$ cat src/rtl/axi_lite_pkg.sv
// axi_lite_pkg: AXI4-Lite response codes and the channel FSM state types
// shared by the memory responder and its storage array.
package axi_lite_pkg;

    localparam logic [1:0] RESP_OKAY   = 2'b00;
    localparam logic [1:0] RESP_SLVERR = 2'b10;
    localparam logic [1:0] RESP_DECERR = 2'b11;

    typedef enum logic [1:0] {
        W_IDLE,
        W_EXEC,
        W_RESP
    } wr_state_t;

    typedef enum logic {
        R_IDLE,
        R_DATA
    } rd_state_t;

endpackage

$ cat src/rtl/axil_mem_array.sv
// axil_mem_array: byte-enabled word array, one synchronous write port and
// one combinational read port (a same-edge read sees the pre-write word).
module axil_mem_array
    import axi_lite_pkg::*;
#(
    parameter int DATA_WIDTH = 32,
    parameter int DEPTH      = 16,
    localparam int IDX_W     = $clog2(DEPTH),
    localparam int BYTES     = DATA_WIDTH / 8
) (
    input  logic                  clk,
    input  logic                  we,
    input  logic [IDX_W-1:0]      waddr,
    input  logic [DATA_WIDTH-1:0] wdata,
    input  logic [BYTES-1:0]      wstrb,
    input  logic [IDX_W-1:0]      raddr,
    output logic [DATA_WIDTH-1:0] rdata
);

    logic [DATA_WIDTH-1:0] mem [DEPTH];

    always_ff @(posedge clk) begin
        if (we) begin
            for (int i = 0; i < BYTES; i++) begin
                if (wstrb[i]) begin
                    mem[waddr][i*8 +: 8] <= wdata[i*8 +: 8];
                end
            end
        end
    end

    assign rdata = mem[raddr];

endmodule

$ cat src/rtl/axi_lite_mem_slave.sv
// axi_lite_mem_slave: AXI4-Lite responder backed by a DEPTH-word array.
// Define AXIL_MEM_DECERR_EN to answer out-of-range addresses with DECERR.
module axi_lite_mem_slave
    import axi_lite_pkg::*;
#(
    parameter int DATA_WIDTH = 32,
    parameter int ADDR_WIDTH = 8,
    parameter int DEPTH      = 16
) (
    input  logic                    s0_axi_aclk,
    input  logic                    s0_axi_aresetn,
    input  logic [ADDR_WIDTH-1:0]   s0_axi_awaddr,
    input  logic                    s0_axi_awvalid,
    output logic                    s0_axi_awready,
    input  logic [DATA_WIDTH-1:0]   s0_axi_wdata,
    input  logic [DATA_WIDTH/8-1:0] s0_axi_wstrb,
    input  logic                    s0_axi_wvalid,
    output logic                    s0_axi_wready,
    output logic [1:0]              s0_axi_bresp,
    output logic                    s0_axi_bvalid,
    input  logic                    s0_axi_bready,
    input  logic [ADDR_WIDTH-1:0]   s0_axi_araddr,
    input  logic                    s0_axi_arvalid,
    output logic                    s0_axi_arready,
    output logic [DATA_WIDTH-1:0]   s0_axi_rdata,
    output logic [1:0]              s0_axi_rresp,
    output logic                    s0_axi_rvalid,
    input  logic                    s0_axi_rready
);

    localparam int BYTES     = DATA_WIDTH / 8;
    localparam int OFF_W     = $clog2(BYTES);
    localparam int IDX_W     = $clog2(DEPTH);
    localparam int MEM_BYTES = DEPTH * BYTES;
    localparam int AW1       = ADDR_WIDTH + 1;

    wr_state_t             wr_state;
    rd_state_t             rd_state;
    logic                  aw_captured;
    logic                  w_captured;
    logic [IDX_W-1:0]      wr_idx;
    logic [DATA_WIDTH-1:0] wr_data;
    logic [BYTES-1:0]      wr_strb;
    logic                  wr_oor;
    logic [DATA_WIDTH-1:0] mem_rdata;
    logic                  aw_hs;
    logic                  w_hs;
    logic                  ar_hs;
    logic                  aw_next;
    logic                  w_next;
    logic                  mem_we;
    logic                  aw_oor;
    logic                  ar_oor;
    logic                  unused_addr_bits;

`ifdef AXIL_MEM_DECERR_EN
    localparam logic [ADDR_WIDTH:0] LIMIT = AW1'(MEM_BYTES);
    assign aw_oor = {1'b0, s0_axi_awaddr} >= LIMIT;
    assign ar_oor = {1'b0, s0_axi_araddr} >= LIMIT;
`else
    assign aw_oor = 1'b0;
    assign ar_oor = 1'b0;
`endif

    // Byte-offset bits (and, without range checking, the upper bits) are ignored.
    assign unused_addr_bits = ^{s0_axi_awaddr, s0_axi_araddr};

    assign aw_hs   = s0_axi_awvalid && s0_axi_awready;
    assign w_hs    = s0_axi_wvalid && s0_axi_wready;
    assign ar_hs   = s0_axi_arvalid && s0_axi_arready;
    assign aw_next = aw_captured || aw_hs;
    assign w_next  = w_captured || w_hs;
    assign mem_we  = (wr_state == W_EXEC) && !wr_oor && s0_axi_aresetn;

    axil_mem_array #(
        .DATA_WIDTH (DATA_WIDTH),
        .DEPTH      (DEPTH)
    ) u_array (
        .clk   (s0_axi_aclk),
        .we    (mem_we),
        .waddr (wr_idx),
        .wdata (wr_data),
        .wstrb (wr_strb),
        .raddr (s0_axi_araddr[OFF_W +: IDX_W]),
        .rdata (mem_rdata)
    );

    always_ff @(posedge s0_axi_aclk) begin
        if (!s0_axi_aresetn) begin
            wr_state       <= W_IDLE;
            aw_captured    <= 1'b0;
            w_captured     <= 1'b0;
            wr_oor         <= 1'b0;
            s0_axi_awready <= 1'b0;
            s0_axi_wready  <= 1'b0;
            s0_axi_bvalid  <= 1'b0;
            s0_axi_bresp   <= RESP_OKAY;
        end else begin
            unique case (wr_state)
                W_IDLE: begin
                    if (aw_hs) begin
                        wr_idx <= s0_axi_awaddr[OFF_W +: IDX_W];
                        wr_oor <= aw_oor;
                    end
                    if (w_hs) begin
                        wr_data <= s0_axi_wdata;
                        wr_strb <= s0_axi_wstrb;
                    end
                    aw_captured <= aw_next;
                    w_captured  <= w_next;
                    if (aw_next && w_next) begin
                        wr_state       <= W_EXEC;
                        s0_axi_awready <= 1'b0;
                        s0_axi_wready  <= 1'b0;
                    end else begin
                        s0_axi_awready <= !aw_next;
                        s0_axi_wready  <= !w_next;
                    end
                end
                W_EXEC: begin
                    s0_axi_bvalid <= 1'b1;
                    s0_axi_bresp  <= wr_oor ? RESP_DECERR : RESP_OKAY;
                    wr_state      <= W_RESP;
                end
                W_RESP: begin
                    if (s0_axi_bready) begin
                        s0_axi_bvalid  <= 1'b0;
                        s0_axi_bresp   <= RESP_OKAY;
                        aw_captured    <= 1'b0;
                        w_captured     <= 1'b0;
                        s0_axi_awready <= 1'b1;
                        s0_axi_wready  <= 1'b1;
                        wr_state       <= W_IDLE;
                    end
                end
                default: wr_state <= W_IDLE;
            endcase
        end
    end

    always_ff @(posedge s0_axi_aclk) begin
        if (!s0_axi_aresetn) begin
            rd_state       <= R_IDLE;
            s0_axi_arready <= 1'b0;
            s0_axi_rvalid  <= 1'b0;
            s0_axi_rresp   <= RESP_OKAY;
            s0_axi_rdata   <= '0;
        end else begin
            unique case (rd_state)
                R_IDLE: begin
                    if (ar_hs) begin
                        s0_axi_rdata   <= ar_oor ? '0 : mem_rdata;
                        s0_axi_rresp   <= ar_oor ? RESP_DECERR : RESP_OKAY;
                        s0_axi_rvalid  <= 1'b1;
                        s0_axi_arready <= 1'b0;
                        rd_state       <= R_DATA;
                    end else begin
                        s0_axi_arready <= 1'b1;
                    end
                end
                R_DATA: begin
                    if (s0_axi_rready) begin
                        s0_axi_rvalid  <= 1'b0;
                        s0_axi_rresp   <= RESP_OKAY;
                        s0_axi_arready <= 1'b1;
                        rd_state       <= R_IDLE;
                    end
                end
                default: rd_state <= R_IDLE;
            endcase
        end
    end

endmodule

$ cat config.mk
export PLATFORM = sky130hd
export DESIGN_NAME = axi_lite_mem_slave
export DESIGN_NICKNAME = d
export VERILOG_FILES = /design/src/rtl/axi_lite_pkg.sv /design/src/rtl/axil_mem_array.sv /design/src/rtl/axi_lite_mem_slave.sv
export SDC_FILE = /design/constraint.sdc
export NUM_CORES = 1
export LEC_CHECK = 0
export CAP_MARGIN = 20
export CORE_MARGIN = 2
export CORE_UTILIZATION = 60
export DETAILED_ROUTE_END_ITERATION = 12
export PLACE_DENSITY = 0.82
export SLEW_MARGIN = 20
export SYNTH_ARGS = -nofsm -noshare
export SYNTH_HDL_FRONTEND = slang
export SYNTH_SLANG_ARGS = --single-unit
export TNS_END_PERCENT = 1
$ cat constraint.sdc
create_clock -name s0_axi_aclk -period 3.2 [get_ports s0_axi_aclk]
set_input_delay 0.64 -clock s0_axi_aclk [delete_from_list [all_inputs] [get_ports s0_axi_aclk]]
set_output_delay 0.64 -clock s0_axi_aclk [all_outputs]
set_load 0.05 [all_outputs]
### Word-level counts from Yosys, hierarchy flattened

Memory sizes are Yosys's and may differ from the RTL's. A register that Yosys moved wholly into a read port is not among the register bits.
Cells that the tools add are included.

| operators by class | value |
|---|---|
| equal/unequal tests | 6 |
| multiplexer cells | 37 |
| bitwise gates (word level) | 1 |
| reduce and logical (&&, ||, !) cells | 20 |

Operators by type and width:

| cell | number |
|---|---|
| 1-bit two-way mux | 22 |
| 1-bit one-hot mux with 2 select lines | 8 |
| 2-bit AND reduction | 5 |
| 2-bit two-way mux | 4 |
| 2-bit inequality test (second input constant) | 4 |
| 2-bit one-hot mux with 2 select lines | 2 |
| 2-bit one-hot mux with 3 select lines | 1 |
| 3-bit AND reduction | 2 |
| 1-bit logical AND | 5 |
| 2-bit nonzero test | 2 |
| 1-bit zero test | 3 |
| 2-bit by 1-bit == test with 1-bit output (second input constant) | 1 |
| 2-bit == test (second input constant) | 1 |
| 2-bit zero test | 1 |
| 1-bit logical OR | 2 |
| 1-bit inverter | 1 |

| storage, ports and cells | value |
|---|---|
| bits in registers | 54 |
| memory bits (writable) | 512 |
| input port bits | 59 |
| output and inout port bits | 41 |
| word-level logic and storage cells | 79 |
| memories kept | 1 |

Memories:

| name | depth | bits a word | rd ports | clocked after memory_dff | wr ports | RTL line | text |
|---|---|---|---|---|---|---|---|
| u_array.mem | 16 | 32 | 1 | 1 | 1 | axil_mem_array.sv:20 | `logic [DATA_WIDTH-1:0] mem [DEPTH];` |

### Depth between registers and ports, before layout

| logic depth | value |
|---|---|
| word-level depth | 5 |
| depth in mapped cells | 8 |
| mapped depth without buffers | 4 |

### Hierarchy

A second synthesis with hierarchy kept.

| second synthesis, totals | value |
|---|---|
| cell total of the unflattened synthesis | 1,110 |
| area, all modules | 22,386.5 µm² |

By module, submodules not included:

| module | times used | cells an instance | area each (µm²) | sequential area each (µm²) |
|---|---|---|---|---|
| axil_mem_array | 1 | 877 | 19,458.7 | 15,374.7 |
| axi_lite_mem_slave | 1 | 233 | 2,927.8 | 2,042.0 |

### Worst setup path after synthesis

No wires, ideal clock.

| timing | value |
|---|---|
| path kind | input to register |
| start | input port s0_axi_aresetn |
| end | register wr_data[0], enable pin |
| setup time | 429 ps |
| arrival time | 2,538 ps |
| data required time | 2,771 ps |
| slack | 233 ps |
| stages on the path | 3 |
| buffers on the path | 1 |
| cells stage by stage | clkbuf_1 -> nand2_1 -> nor2_1 |

| on the way | value |
|---|---|
| word-level cells in the longest chain between the ends | 1 |

Ends and longest elaborated chain:

| item | RTL line | text |
|---|---|---|
| from (decl) | axi_lite_mem_slave.sv:11 | `input logic s0_axi_aresetn,` |
| 3-bit AND reduction (no line) | n/a |  |
| to (signal assigned) | axi_lite_mem_slave.sv:106 | `wr_data <= s0_axi_wdata;` |
| to (decl) | axi_lite_mem_slave.sv:42 | `logic [DATA_WIDTH-1:0] wr_data;` |

Every way passes these cells.
A chain may end at the register's enable or synchronous reset.

### Worst setup path after layout

| timing | value |
|---|---|
| start | register s0_axi_arready |
| end | output port s0_axi_arready |

RTL lines:

| item | RTL line | text |
|---|---|---|
| from (decl) | axi_lite_mem_slave.sv:24 | `output logic s0_axi_arready,` |
| from (signal assigned) | axi_lite_mem_slave.sv:144 | `s0_axi_arready <= 1'b0;` |
| from (signal assigned) | axi_lite_mem_slave.sv:155 | `s0_axi_arready <= 1'b0;` |
| from (signal assigned) | axi_lite_mem_slave.sv:158 | `s0_axi_arready <= 1'b1;` |

No word-level cell between the ends.

==> metrics <==
post-CTS setup buffer count 0; share of cells above drive strength 1 22.9%; Final Hold Fails 0; Hold Crit Class reg2reg; pre-CTS setup slack 568 ps; CP delay by family, top buffers and inverters; initial core utilization 61.0%; ant diodes 0; Yosys warning count 0; # setup viols final 0; clock buffer count from CTS 56; fin area 26,200 um2; Fmax 0.386 GHz; Synth Area in XOR/XNOR 0%; ANT nets after route 0; top cell type by total area after synthesis edfxtp_1; status complete, no violations; Crit path required time 2560 ps; P&R area growth vs syn 17.1%; Die Ht 197 um; met3 Use GR 4.27%; Pins Over Slew Limit 0; overall routing resource usage 24.4%; clk slew on worst S/H paths 60 ps; Startpoint Class flip-flop; Post-Synth Adder-Cell Area 0%; number of vias per cell 6.28; TritonCTS Sinks 594; Mapped Cells 1,114; most frequent cell after synthesis edfxtp_1; I/O Buffers 87; # DRC 0; r2r startpoint wr_state[0]; RD Place Congestion 0.829; I/O pins 100; GRT met2 Usage 41.9%; Synth Area per Inst 20.1 um2; H-tree Lvls 2; Avg WL per Cell 25.7 um; mux cell area share after synthesis 14.1%; first-pass GRT wire length 68.9 mm; LEAKAGE 0.00861 uW; Worst Setup EP s0_axi_arready; Post-Synth Simple-Gate Area 3.34%; post-detail-place hpwl 28.1 mm; met1 Usage GRT 30.7%; CP cell instances clkdlybuf4s50_1; largest family of logic cells by synthesized area multiplexers; actual slew at the worst max-slew pin 742 ps; PostCTS Resize Cnt 0; critical path peak fanout 7; Compound-Gate Fraction of Synth Area 3.26%; Min Clock Period, post-route 2590 ps; worst setup path category reg2out; CORE AREA 36,700 um2; die width 197 um; DIE AREA 38,800 um2; Post-synth EDFFs 552; sequential share of power 52.8%; CP max stage cell clkdlybuf4s50_1; CP Launch Point s0_axi_arready; DR iter-0 viols 1,040; Yosys top cell area share 74.1%; Net Sw Frac 20.3%; Filler Cell Count 2,027; fin crit share 81.0%; PD cells 623 nW/um2; Worst-Skew Late Latency 620 ps; Area after DPL 24,200 um2; clock root buffer clkbuf_16; synth top area cells edfxtp_1 74%, mux4_2 9.7%, dfxtp_1 3.8%, mux2i_1 3.2%, nor2_1 1.4%; hold buffers post-CTS 0; combinational fraction of design power 4.6%; Post-Route WL 46.4 mm; dominant synthesized flop cell edfxtp_1; total grt overflow 0; Top Usage Layer GRT met2; initial antenna violation count 0; arrival time worst endpoint 1950 ps; R2R Setup Slk 850 ps; Post-synth ARST share 0%; largest net degree at the start of global routing 56; r2r worst-path depth 5; Vias 11,300; CTS Buffer Depth 3; worst clock skew 22.2 ps; Seq cells post-synth 594; CP bufs+invs 1; Max Cap Viol 0; Post-layout nets 1,346; synthesized area 22,400 um2; setup TNS 0 ps; WP depth 1; Worst R2R End u_array.mem[9][23]; row count 70; Int Pwr 13,000 uW; clock share of power 42.6%; Psw 3320 uW; first-pass iteration count of the detailed router 6; RSZ-0062 raised after global routing false; Synth cell types 35; most frequent cells after synthesis 552 x edfxtp_1, 96 x mux4_2, 83 x nor2_1; vias in the first global route 11,800; peak supply drop 475 uV; Slew HR 50.5%; Final Util 71.4%; setup ws final 607 ps; critical path endpoint category output port; register area share after synthesis 77.9%; TritonCTS clock tree built; CP max stage delay 870 ps
[kinds of logic (layout without fill, tap and decap cells)]
logic type             Yosys count  in the layout
AO/OA/AOI/OAI                  101            101
buffers and inverters           64            282
flip-flops                     594            594
multiplexers                   192            192
other                            1              4
AND/OR/NAND/NOR                162            162
[final cells by class]
type	instances	area, um2	area share, %
sequential	594	17400	66.5
multi-input combinational	459	4660	17.8
timing repair buffer	174	1570	6.01
clock buffer	76	1570	5.98
tap	468	586	2.24
clock inverter	30	387	1.48
inverter	2	7.51	0.0287
[metal layers]
metal	share of wire, %	vias up
met5	0	-
met4	4.1	0
met3	7.7	148
met2	52	535
met1	36	5773
li1	-	4866
[worst min path at each step]
stage	start	slack, ps	depth (start not counted)	to
floorplan	aw_captured	450	2	aw_captured
global placement	s0_axi_rdata[10]	460	2	s0_axi_rdata[10]
detailed placement	s0_axi_rdata[11]	470	2	s0_axi_rdata[11]
CTS	s0_axi_rdata[11]	480	2	s0_axi_rdata[11]
global route	s0_axi_rdata[19]	510	1	s0_axi_rdata[19]
finish	s0_axi_rdata[1]	470	2	s0_axi_rdata[1]
[sequential cells by signal, indices dropped and copies added, names as in the netlist]
register and cells:
s0_axi_awready 1, w_captured 1, s0_axi_arready 1, wr_data 32
s0_axi_bvalid 1, rd_state 1, u_array.mem 512, wr_state 2
wr_strb 4, s0_axi_wready 1, wr_idx 4, s0_axi_rvalid 1
s0_axi_rdata 32, aw_captured 1
[metrics by stage]
step	total power, uW	cells	hold WS (ps)
2_1_floorplan	9230	1117	453
3_5_place_dp	9520	1697	466
3_3_place_gp	9490	1697	458
4_1_cts	16400	1803	482
6_report	16300	1803	474
5_1_grt	16700	1803	513
[layout by cell type (no fill, tap or decap), types with 3 or more instances in the layout]
cell             synthesis  routed
edfxtp_1               552     552
mux4_2                  96      96
buf_4                   13      85
clkdlybuf4s50_1          0      84
nor2_1                  83      81
mux2i_1                 72      72
clkbuf_16                0      57
dfxtp_1                 42      42
nand2b_1                27      27
o21ai_0                 25      25
a22oi_1                 24      24
a32oi_1                 24      24
mux2_2                  24      24
nand2_1                 20      20
clkinv_2                 0      15
clkbuf_1                27      12
nor3_1                  10      10
bufinv_16                0       9
o22ai_1                  8       8
a221o_1                  8       8
clkbuf_8                 0       7
nor2b_1                  7       6
nand3_1                  6       6
a21oi_1                  4       4
conb_1                   1       4
buf_12                   0       4
a21boi_0                 3       3
inv_6                    0       3
[power by group through the flow]
| stage | clock network [uW] | logic, uW | registers [uW] |
|---|---|---|---|
| after floorplan | 0 | 390 | 8840 |
| after global placement | 0 | 733 | 8760 |
| after detailed placement | 0 | 750 | 8770 |
| after CTS | 7040 | 759 | 8610 |
| after global routing | 7310 | 792 | 8610 |
| final | 6950 | 755 | 8610 |
(Power assumes the default switching activity.)
